[src/rtl/burst_initiator.sv]
// rtl/burst_initiator.sv - command-driven master for the burst memory port
module burst_initiator #(
   parameter int ADDR_WIDTH = 5,
   parameter int DATA_WIDTH = 8,
   parameter int BURST_LEN  = 8,
   parameter int RD_LATENCY = 1,
   parameter int LEN_W      = $clog2(BURST_LEN + 1)
) (
   input  logic                  i_clk,
   input  logic                  i_rst,
   input  logic                  i_cmd_valid,
   output logic                  o_cmd_ready,
   input  logic [ADDR_WIDTH-1:0] i_cmd_addr,
   input  logic [LEN_W-1:0]      i_cmd_len,
   input  logic                  i_cmd_write,
   input  logic                  i_wdata_valid,
   output logic                  o_wdata_ready,
   input  logic [DATA_WIDTH-1:0] i_wdata,
   output logic                  o_rdata_valid,
   output logic [DATA_WIDTH-1:0] o_rdata,
   output logic                  o_done,
   output logic                  o_err,
   output logic                  o_burst_en,
   output logic [ADDR_WIDTH-1:0] o_addr_top,
   output logic                  o_wren,
   output logic                  o_rden,
   output logic [DATA_WIDTH-1:0] o_wr_data,
   input  logic [DATA_WIDTH-1:0] i_rd_data
);

   // The counter serves as fill index, beat index and drain timer, so it
   // must reach whichever of BURST_LEN and RD_LATENCY is larger.
   localparam int CNT_MAX = (BURST_LEN > RD_LATENCY) ? BURST_LEN : RD_LATENCY;
   localparam int CNT_W   = $clog2(CNT_MAX + 1);
   localparam int IDX_W   = (BURST_LEN > 1) ? $clog2(BURST_LEN) : 1;
   localparam logic [LEN_W-1:0] MAX_LEN = LEN_W'(BURST_LEN);

   typedef enum logic [2:0] {
      S_IDLE, S_WFILL, S_WBURST, S_RBURST, S_RDRAIN, S_GAP
   } state_t;

   state_t                r_state;
   state_t                w_next;
   logic                  r_live;
   logic [ADDR_WIDTH-1:0] r_addr;
   logic [LEN_W-1:0]      r_len;
   logic [CNT_W-1:0]      r_cnt;
   logic [DATA_WIDTH-1:0] r_buf [0:(2**IDX_W)-1];
   logic [RD_LATENCY-1:0] r_rv_pipe;
   logic                  r_rdata_valid;
   logic [DATA_WIDTH-1:0] r_rdata;
   logic                  r_done;
   logic                  r_err;

   logic                  w_accept;
   logic                  w_len_ok;
   logic                  w_wr_acc;
   logic                  w_last_beat;
   logic                  w_drain_end;
   logic                  w_cnt_inc;
   logic [IDX_W-1:0]      w_idx;

   assign w_accept    = i_cmd_valid & o_cmd_ready;
   assign w_len_ok    = (i_cmd_len != '0) && (i_cmd_len <= MAX_LEN);
   assign w_wr_acc    = i_wdata_valid & o_wdata_ready;
   assign w_last_beat = (r_cnt == (CNT_W'(r_len) - CNT_W'(1)));
   assign w_drain_end = (r_cnt == CNT_W'(RD_LATENCY));
   assign w_idx       = r_cnt[IDX_W-1:0];
   assign w_cnt_inc   = ((r_state == S_WFILL) & w_wr_acc) | (r_state == S_WBURST) |
                        (r_state == S_RBURST) | (r_state == S_RDRAIN);

   // State register; r_live keeps cmd_ready low until reset has been released.
   always_ff @(posedge i_clk) begin
      if (i_rst) begin
         r_state <= S_IDLE;
         r_live  <= 1'b0;
      end else begin
         r_state <= w_next;
         r_live  <= 1'b1;
      end
   end

   // Next-state decode.
   always_comb begin
      w_next = r_state;
      case (r_state)
         S_IDLE:   if (w_accept && w_len_ok) w_next = i_cmd_write ? S_WFILL : S_RBURST;
         S_WFILL:  if (w_wr_acc && w_last_beat) w_next = S_WBURST;
         S_WBURST: if (w_last_beat) w_next = S_GAP;
         S_RBURST: if (w_last_beat) w_next = S_RDRAIN;
         S_RDRAIN: if (w_drain_end) w_next = S_IDLE;
         S_GAP:    w_next = S_IDLE;
         default:  w_next = S_IDLE;
      endcase
   end

   // Handshake and memory-side outputs; burst_en only for multi-beat bursts.
   always_comb begin
      o_cmd_ready   = 1'b0;
      o_wdata_ready = 1'b0;
      o_burst_en    = 1'b0;
      o_wren        = 1'b0;
      o_rden        = 1'b0;
      o_addr_top    = r_addr + ADDR_WIDTH'(r_cnt);
      o_wr_data     = r_buf[w_idx];
      case (r_state)
         S_IDLE:   o_cmd_ready = r_live;
         S_WFILL:  o_wdata_ready = 1'b1;
         S_WBURST: begin
            o_wren     = 1'b1;
            o_burst_en = (r_len > LEN_W'(1));
         end
         S_RBURST: begin
            o_rden     = 1'b1;
            o_burst_en = (r_len > LEN_W'(1));
         end
         default: ;
      endcase
   end

   // Beat/fill/drain counter restarts on every state change.
   always_ff @(posedge i_clk) begin
      if (i_rst) begin
         r_cnt <= '0;
      end else if (w_next != r_state) begin
         r_cnt <= '0;
      end else if (w_cnt_inc) begin
         r_cnt <= r_cnt + CNT_W'(1);
      end
   end

   // Command latch and write buffer.
   always_ff @(posedge i_clk) begin
      if (i_rst) begin
         r_addr <= '0;
         r_len  <= '0;
         for (int k = 0; k < 2**IDX_W; k++) r_buf[k] <= '0;
      end else begin
         if (r_state == S_IDLE && w_accept && w_len_ok) begin
            r_addr <= i_cmd_addr;
            r_len  <= i_cmd_len;
         end
         if (r_state == S_WFILL && w_wr_acc) r_buf[w_idx] <= i_wdata;
      end
   end

   // Read-return pipeline: rd_data for a beat is captured RD_LATENCY cycles later.
   always_ff @(posedge i_clk) begin
      if (i_rst) begin
         r_rv_pipe     <= '0;
         r_rdata_valid <= 1'b0;
         r_rdata       <= '0;
      end else begin
         r_rv_pipe[0] <= o_rden;
         for (int k = 1; k < RD_LATENCY; k++) r_rv_pipe[k] <= r_rv_pipe[k-1];
         r_rdata_valid <= r_rv_pipe[RD_LATENCY-1];
         if (r_rv_pipe[RD_LATENCY-1]) r_rdata <= i_rd_data;
      end
   end

   // Completion and illegal-length pulses, one cycle each.
   always_ff @(posedge i_clk) begin
      if (i_rst) begin
         r_done <= 1'b0;
         r_err  <= 1'b0;
      end else begin
         r_done <= (r_state == S_GAP) | ((r_state == S_RDRAIN) & w_drain_end);
         r_err  <= w_accept & ~w_len_ok;
      end
   end

   assign o_rdata_valid = r_rdata_valid;
   assign o_rdata       = r_rdata;
   assign o_done        = r_done;
   assign o_err         = r_err;

endmodule
[config.mk]
export PLATFORM = sky130hd
export DESIGN_NAME = burst_initiator
export DESIGN_NICKNAME = d
export VERILOG_FILES = /design/src/rtl/burst_initiator.sv
export SDC_FILE = /design/constraint.sdc
export NUM_CORES = 1
export LEC_CHECK = 0
export ABC_CLOCK_PERIOD_IN_PS = 2400
export CORE_MARGIN = 10
export CORE_UTILIZATION = 50
export CTS_BUF_LIST = sky130_fd_sc_hd__clkbuf_8 sky130_fd_sc_hd__clkbuf_16
export CTS_CLUSTER_DIAMETER = 100
export DETAILED_ROUTE_END_ITERATION = 8
export DONT_BUFFER_PORTS = 1
export GPL_TIMING_DRIVEN = 0
export HOLD_SLACK_MARGIN = 0.02
export PLACE_DENSITY = 0.72
export SETUP_SLACK_MARGIN = 0.15
export SLEW_MARGIN = 40
export SYNTH_ARGS = -nofsm -noshare
export SYNTH_HDL_FRONTEND = slang
export SYNTH_SLANG_ARGS = --single-unit
[constraint.sdc]
create_clock -name i_clk -period 2.4 [get_ports i_clk]
set_clock_uncertainty 0.2 [all_clocks]
set_input_delay 0.48 -clock i_clk [delete_from_list [all_inputs] [get_ports i_clk]]
set_output_delay 0.48 -clock i_clk [all_outputs]
set_load 0.02 [all_outputs]
; ---- Yosys cells after proc, flatten, opt, wreduce, memory -nomap -nowiden
; Memory sizes are Yosys's and may differ from the RTL's. A register that Yosys moved wholly into a read port is not among the register bits.
; Index checks and enable logic that the tools add are counted.
[word_totals]
register_bits = 29
latchBits = 0
ram_bits = 64
romBits = 0
inputBits = 30
output_inout_bits = 29
memories = 1
[classes]
add_sub_neg = 3
n_mul = 0
n_div = 0
order_cmp = 2
eq_ne = 8
shifts = 0
muxes = 23
bitwise_logic = 10
reduce_logical = 11
[mem_list]
columns = memory, depth, width, read_ports, rd_ports_with_merged_regs, wr, line
row1 = r_buf, 8, 8, 1, 1, 8, 48  ; logic [DATA_WIDTH-1:0] r_buf [0:(2**IDX_W)-1];
[op_table]
columns = op, n
row1 = 3-bit two-way mux, 8
row2 = 3-bit one-hot mux with 5 select lines, 1
row3 = 1-bit two-way mux, 12
row4 = 8-bit two-way mux, 1
row5 = 8-bit OR reduction, 1
row6 = 3-bit by 2-bit equality test with 1-bit output (second input constant), 2
row7 = 3-bit equality test (second input constant), 2
row8 = 1-bit logical AND, 6
row9 = 5-bit by 4-bit adder with 5-bit output, 1
row10 = 1-bit bitwise AND, 5
row11 = 4-bit by 1-bit adder with 4-bit output (second input constant), 1
row12 = 4-bit by 1-bit equality test with 1-bit output (second input constant), 1
row13 = 4-bit equality test, 1
row14 = 4-bit by 1-bit greater-than comparator with 1-bit output (second input constant), 1
row15 = 4-bit less-or-equal comparator (second input constant), 1
row16 = 1-bit OR, 4
row17 = 4-bit nonzero test, 1
row18 = 2-bit OR reduction, 2
row19 = 4-bit by 1-bit subtractor with 4-bit output (second input constant), 1
row20 = 3-bit by 1-bit equality test with 1-bit output (second input constant), 1
row21 = 3-bit logical NOT, 1
row22 = 3-bit != test, 1
row23 = 2-bit two-way mux, 1
row24 = 1-bit inverter, 1

; ---- Logic depth before layout (Yosys ltp)
[logic_depth]
ltp_word = 9
depth_mapped = 7
ltp_nobuf = 7

; ---- Worst setup path before layout
; OpenSTA, ideal clock, no wires.
[synth_timing]
path_type = register to register
from = reg r_state[2]
to = mem r_buf[5][0] (enable)
setup_time_ps = 384
arrival_time_ps = 1974
t_required_ps = 1816
slack_ps = -158
stages_incl_launch_ff = 6
path_buffers = 2
synth_period_minus_slack_ps = 2558
path_cell_list = dfxtp_1 -> buf_6 -> or2_4 -> or4b_4 -> buf_6 -> o21ai_0
[synth_rtl]
columns = element, line
row1 = start: declaration, 42  ; state_t r_state;
row2 = start signal: assignment, 78  ; r_state <= w_next;
row3 = end: declaration, 48

==> results.py <==
metrics = {
    "logic_synthesis": {
        "avgSynthCellArea_um2": 13.2,
        "yosys_warnings": 0,
        "ys.flop_type": "edfxtp_1",
        "synth_cells": 347,
        "syn_nets": 386,
        "yosysUniqueCellTypes": 49,
        "synthesis.area_um2": 4580,
        "netlist.area_leader.share": 0.420,
        "seq_area_frac_synth": 0.560,
        "synth_seq_cells": 96,
        "synth-async-reset-ratio": 0,
        "yosys.area.top_type": "edfxtp_1",
        "synth.area.top_cells": "edfxtp_1 42%, dfxtp_1 14%, and2_1 8.7%",
        "synth_edf_count": 64,
    },
    "timing": {
        "rsz0062_at_grt": "true",
        "fin_crit_ns": 2.46,
        "holdWs_ns": 0.0592,
        "finalHoldViolations": 0,
        "relSlewSlack": 0.566,
        "tightestPinTransition_ns": 0.651,
        "drv_slew": 0,
        "setup_viol": 8,
        "period_share": 1.03,
        "fmax_mhz": 406,
        "timing.final.ws_setup_ns": -0.0645,
    },
    "clock_network": {
        "cts.path.max_buffers": 2,
        "hold_buffers": 0,
        "clock_latency_ns": 0.35,
        "clk_pin_slew_ns": 0.09,
        "tritoncts": "done",
        "cts.sinks": 96,
        "htreeDepth": 3,
        "cts_buffers": 9,
        "cts_root_buf": "clkbuf_8",
    },
    "critical_path": {
        "critPathMaxStageDelay_ns": 0.49,
        "path_buf_inv": 2,
        "end_kind": "output pin",
        "critPathMaxFanout": 5,
        "worstReg2RegStart": "r_state[2]",
        "crit_required_ns": 1.72,
        "critPathLaunchType": "register",
        "crit_family": "multiplexers",
        "slowest_stage": "mux4_2",
        "arrival_ns": 1.78,
        "crit_chain": "buf_6 -> clkbuf_16 -> mux4_2 -> mux2_4",
        "setup.worst_path.class": "reg -> out",
    },
    "detailed_routing": {
        "wl_mm": 9.57,
        "drc": 0,
        "first_pass_iters": 4,
        "drt_iter0_markers": 130,
        "drtAntennaViolNets": 0,
        "routedWlPerCell_um": 19.3,
        "vias": 2698,
        "vias_per_cell": 5.45,
    },
    "outcome": {
        "outcome": "finished, violations left",
        "violations": "negative setup slack",
    },
    "floorplan": {
        "rows": 34,
        "num_io_pins": 59,
        "chipHeight_um": 116,
        "core-area_um2": 8810,
        "initial_core_util": 0.520,
        "die-width_um": 116,
        "dieArea_um2": 13400,
    },
    "grt": {
        "grt_max_degree": 16,
        "gr-usage-all-layers": 0.146,
        "grt_pass1_wl_mm": 15.0,
        "gr-total-overflow": 0,
        "first_global_vias": 2868,
        "antenna_found_initial": 1,
    },
    "power": {
        "p_sw_frac": 0.232,
        "power_density_nw_per_um2": 589,
        "peakVddDrop_mv": 0.319,
        "p_int_uw": 2440,
        "clkPwrFrac": 0.321,
        "p_sw_uw": 737,
        "p_leak_uw": 0.00206,
        "p_seq_frac": 0.575,
        "p_comb_frac": 0.104,
    },
    "cells_and_area": {
        "drive_gt1_frac": 0.303,
        "instances_no_fill": 495,
        "nets": 420,
        "syn_to_final_growth_pct": 17.9,
        "final_cell_mix": "64 x and2_1, 64 x edfxtp_1, 26 x dfxtp_1, 21 x nor2_1",
        "design_area_um2": 5400,
    },
    "place": {
        "io_buffers": 0,
        "post_dp_cell_area_um2": 4750,
        "place_inst": 455,
        "gp_congestion": 0.791,
        "post-place-ws_ns": -0.278,
        "hpwl_mm": 6.47,
    },
    "job": {
        "drv_cap": 0,
    },
    "hold_path": {
        "hold_path_startpoint": "i_cmd_valid",
        "hold_class": "in -> reg",
    },
}
## cells in the mapped netlist (3+ instances only)
| master | instances |
|---|---|
| a21oi_1 | 4 |
| and2_1 | 64 |
| and3_1 | 5 |
| buf_6 | 3 |
| clkbuf_1 | 5 |
| dfxtp_1 | 32 |
| edfxtp_1 | 64 |
| ha_1 | 8 |
| inv_1 | 9 |
| mux2_2 | 9 |
| mux2i_1 | 16 |
| mux4_2 | 16 |
| nand2_1 | 7 |
| nand3_1 | 5 |
| nor2_1 | 25 |
| nor2_4 | 6 |
| nor3_1 | 11 |
| o21ai_0 | 9 |
| xnor2_1 | 6 |
| xor2_1 | 4 |
## timing repair
action,4_1_cts,5_1_grt
gates cloned,0,1
endpoints found under the setup margin,80,71
pin swaps,16,17
buffers inserted,14,8
gates resized for setup,49,12
## per-stage QoR
step	power (uW)	setup TNS, ns	util
after floorplan	2070	0	-
after global placement	2120	-3.11	0.539
after detailed placement	2120	-3.95	0.539
after CTS	3170	-0.685	0.597
after global routing	3290	-0.898	0.613
final	3180	-0.382	0.613
## flip-flops by register name, summed over array words and instances, names as in the netlist, named ones only
register and count:
o_rdata 8, r_cnt 4, o_err 1, r_state 3, o_rdata_valid 1, r_rv_pipe 1, r_live 1, r_len 4
r_addr 5, o_done 1, r_buf 64
## worst reg2reg max path, delay by kind of cell (launching register included)
kind                   cells  cell delay (ns)
buffers and inverters      2             0.28
DFF                        1             0.33
and+or+nand+nor            4             1.16
## area by class of cell
type / instances / area, um2
Tap cell: 108 / 135
Antenna cell: 1 / 2.50
Fill cell: 664 / 3410
Sequential cell: 96 / 2570
Multi-Input combinational cell: 225 / 2050
Buffer: 16 / 168
Clock buffer: 9 / 124
Inverter: 10 / 37.5
Timing Repair Buffer: 23 / 238
Clock inverter: 7 / 65.1
## per-layer routing
layer | global-route usage | wire [um]
met5 | 0 | 0
met4 | 0.0592 | 178
met3 | 0.0475 | 734
met2 | 0.248 | 4810
met1 | 0.169 | 3850
## worst paths after layout
path,endpoint,slack (ns),depth (start not counted)
min,o_err,0.06,2
max reg2reg,r_buf[1][3],0.15,6
max,o_wr_data[5],-0.06,4
min reg2reg,r_addr[2],0.32,2
## kinds of logic (layout without fill, tap and decap cells)
group | after synthesis | in the layout | share of synthesized area
other | 0 | 1 | 0
xor gates and xnor gates | 11 | 11 | 0.0243
and+or+nand+nor | 143 | 143 | 0.193
AOI/OAI and AO/OA | 21 | 21 | 0.0282
DFF | 96 | 96 | 0.560
buffers and inverters | 26 | 65 | 0.0328
adders and majority gates | 9 | 9 | 0.0262
muxes | 41 | 41 | 0.136
## power by group through the flow
stage | logic [uW] | registers, uW | clock network [uW]
detailed placement | 255 | 1870 | 0
global route | 357 | 1830 | 1100
global placement | 253 | 1870 | 0
finish | 330 | 1830 | 1020
CTS | 309 | 1830 | 1040
floorplan | 208 | 1860 | 0
(Power assumes the default switching activity.)
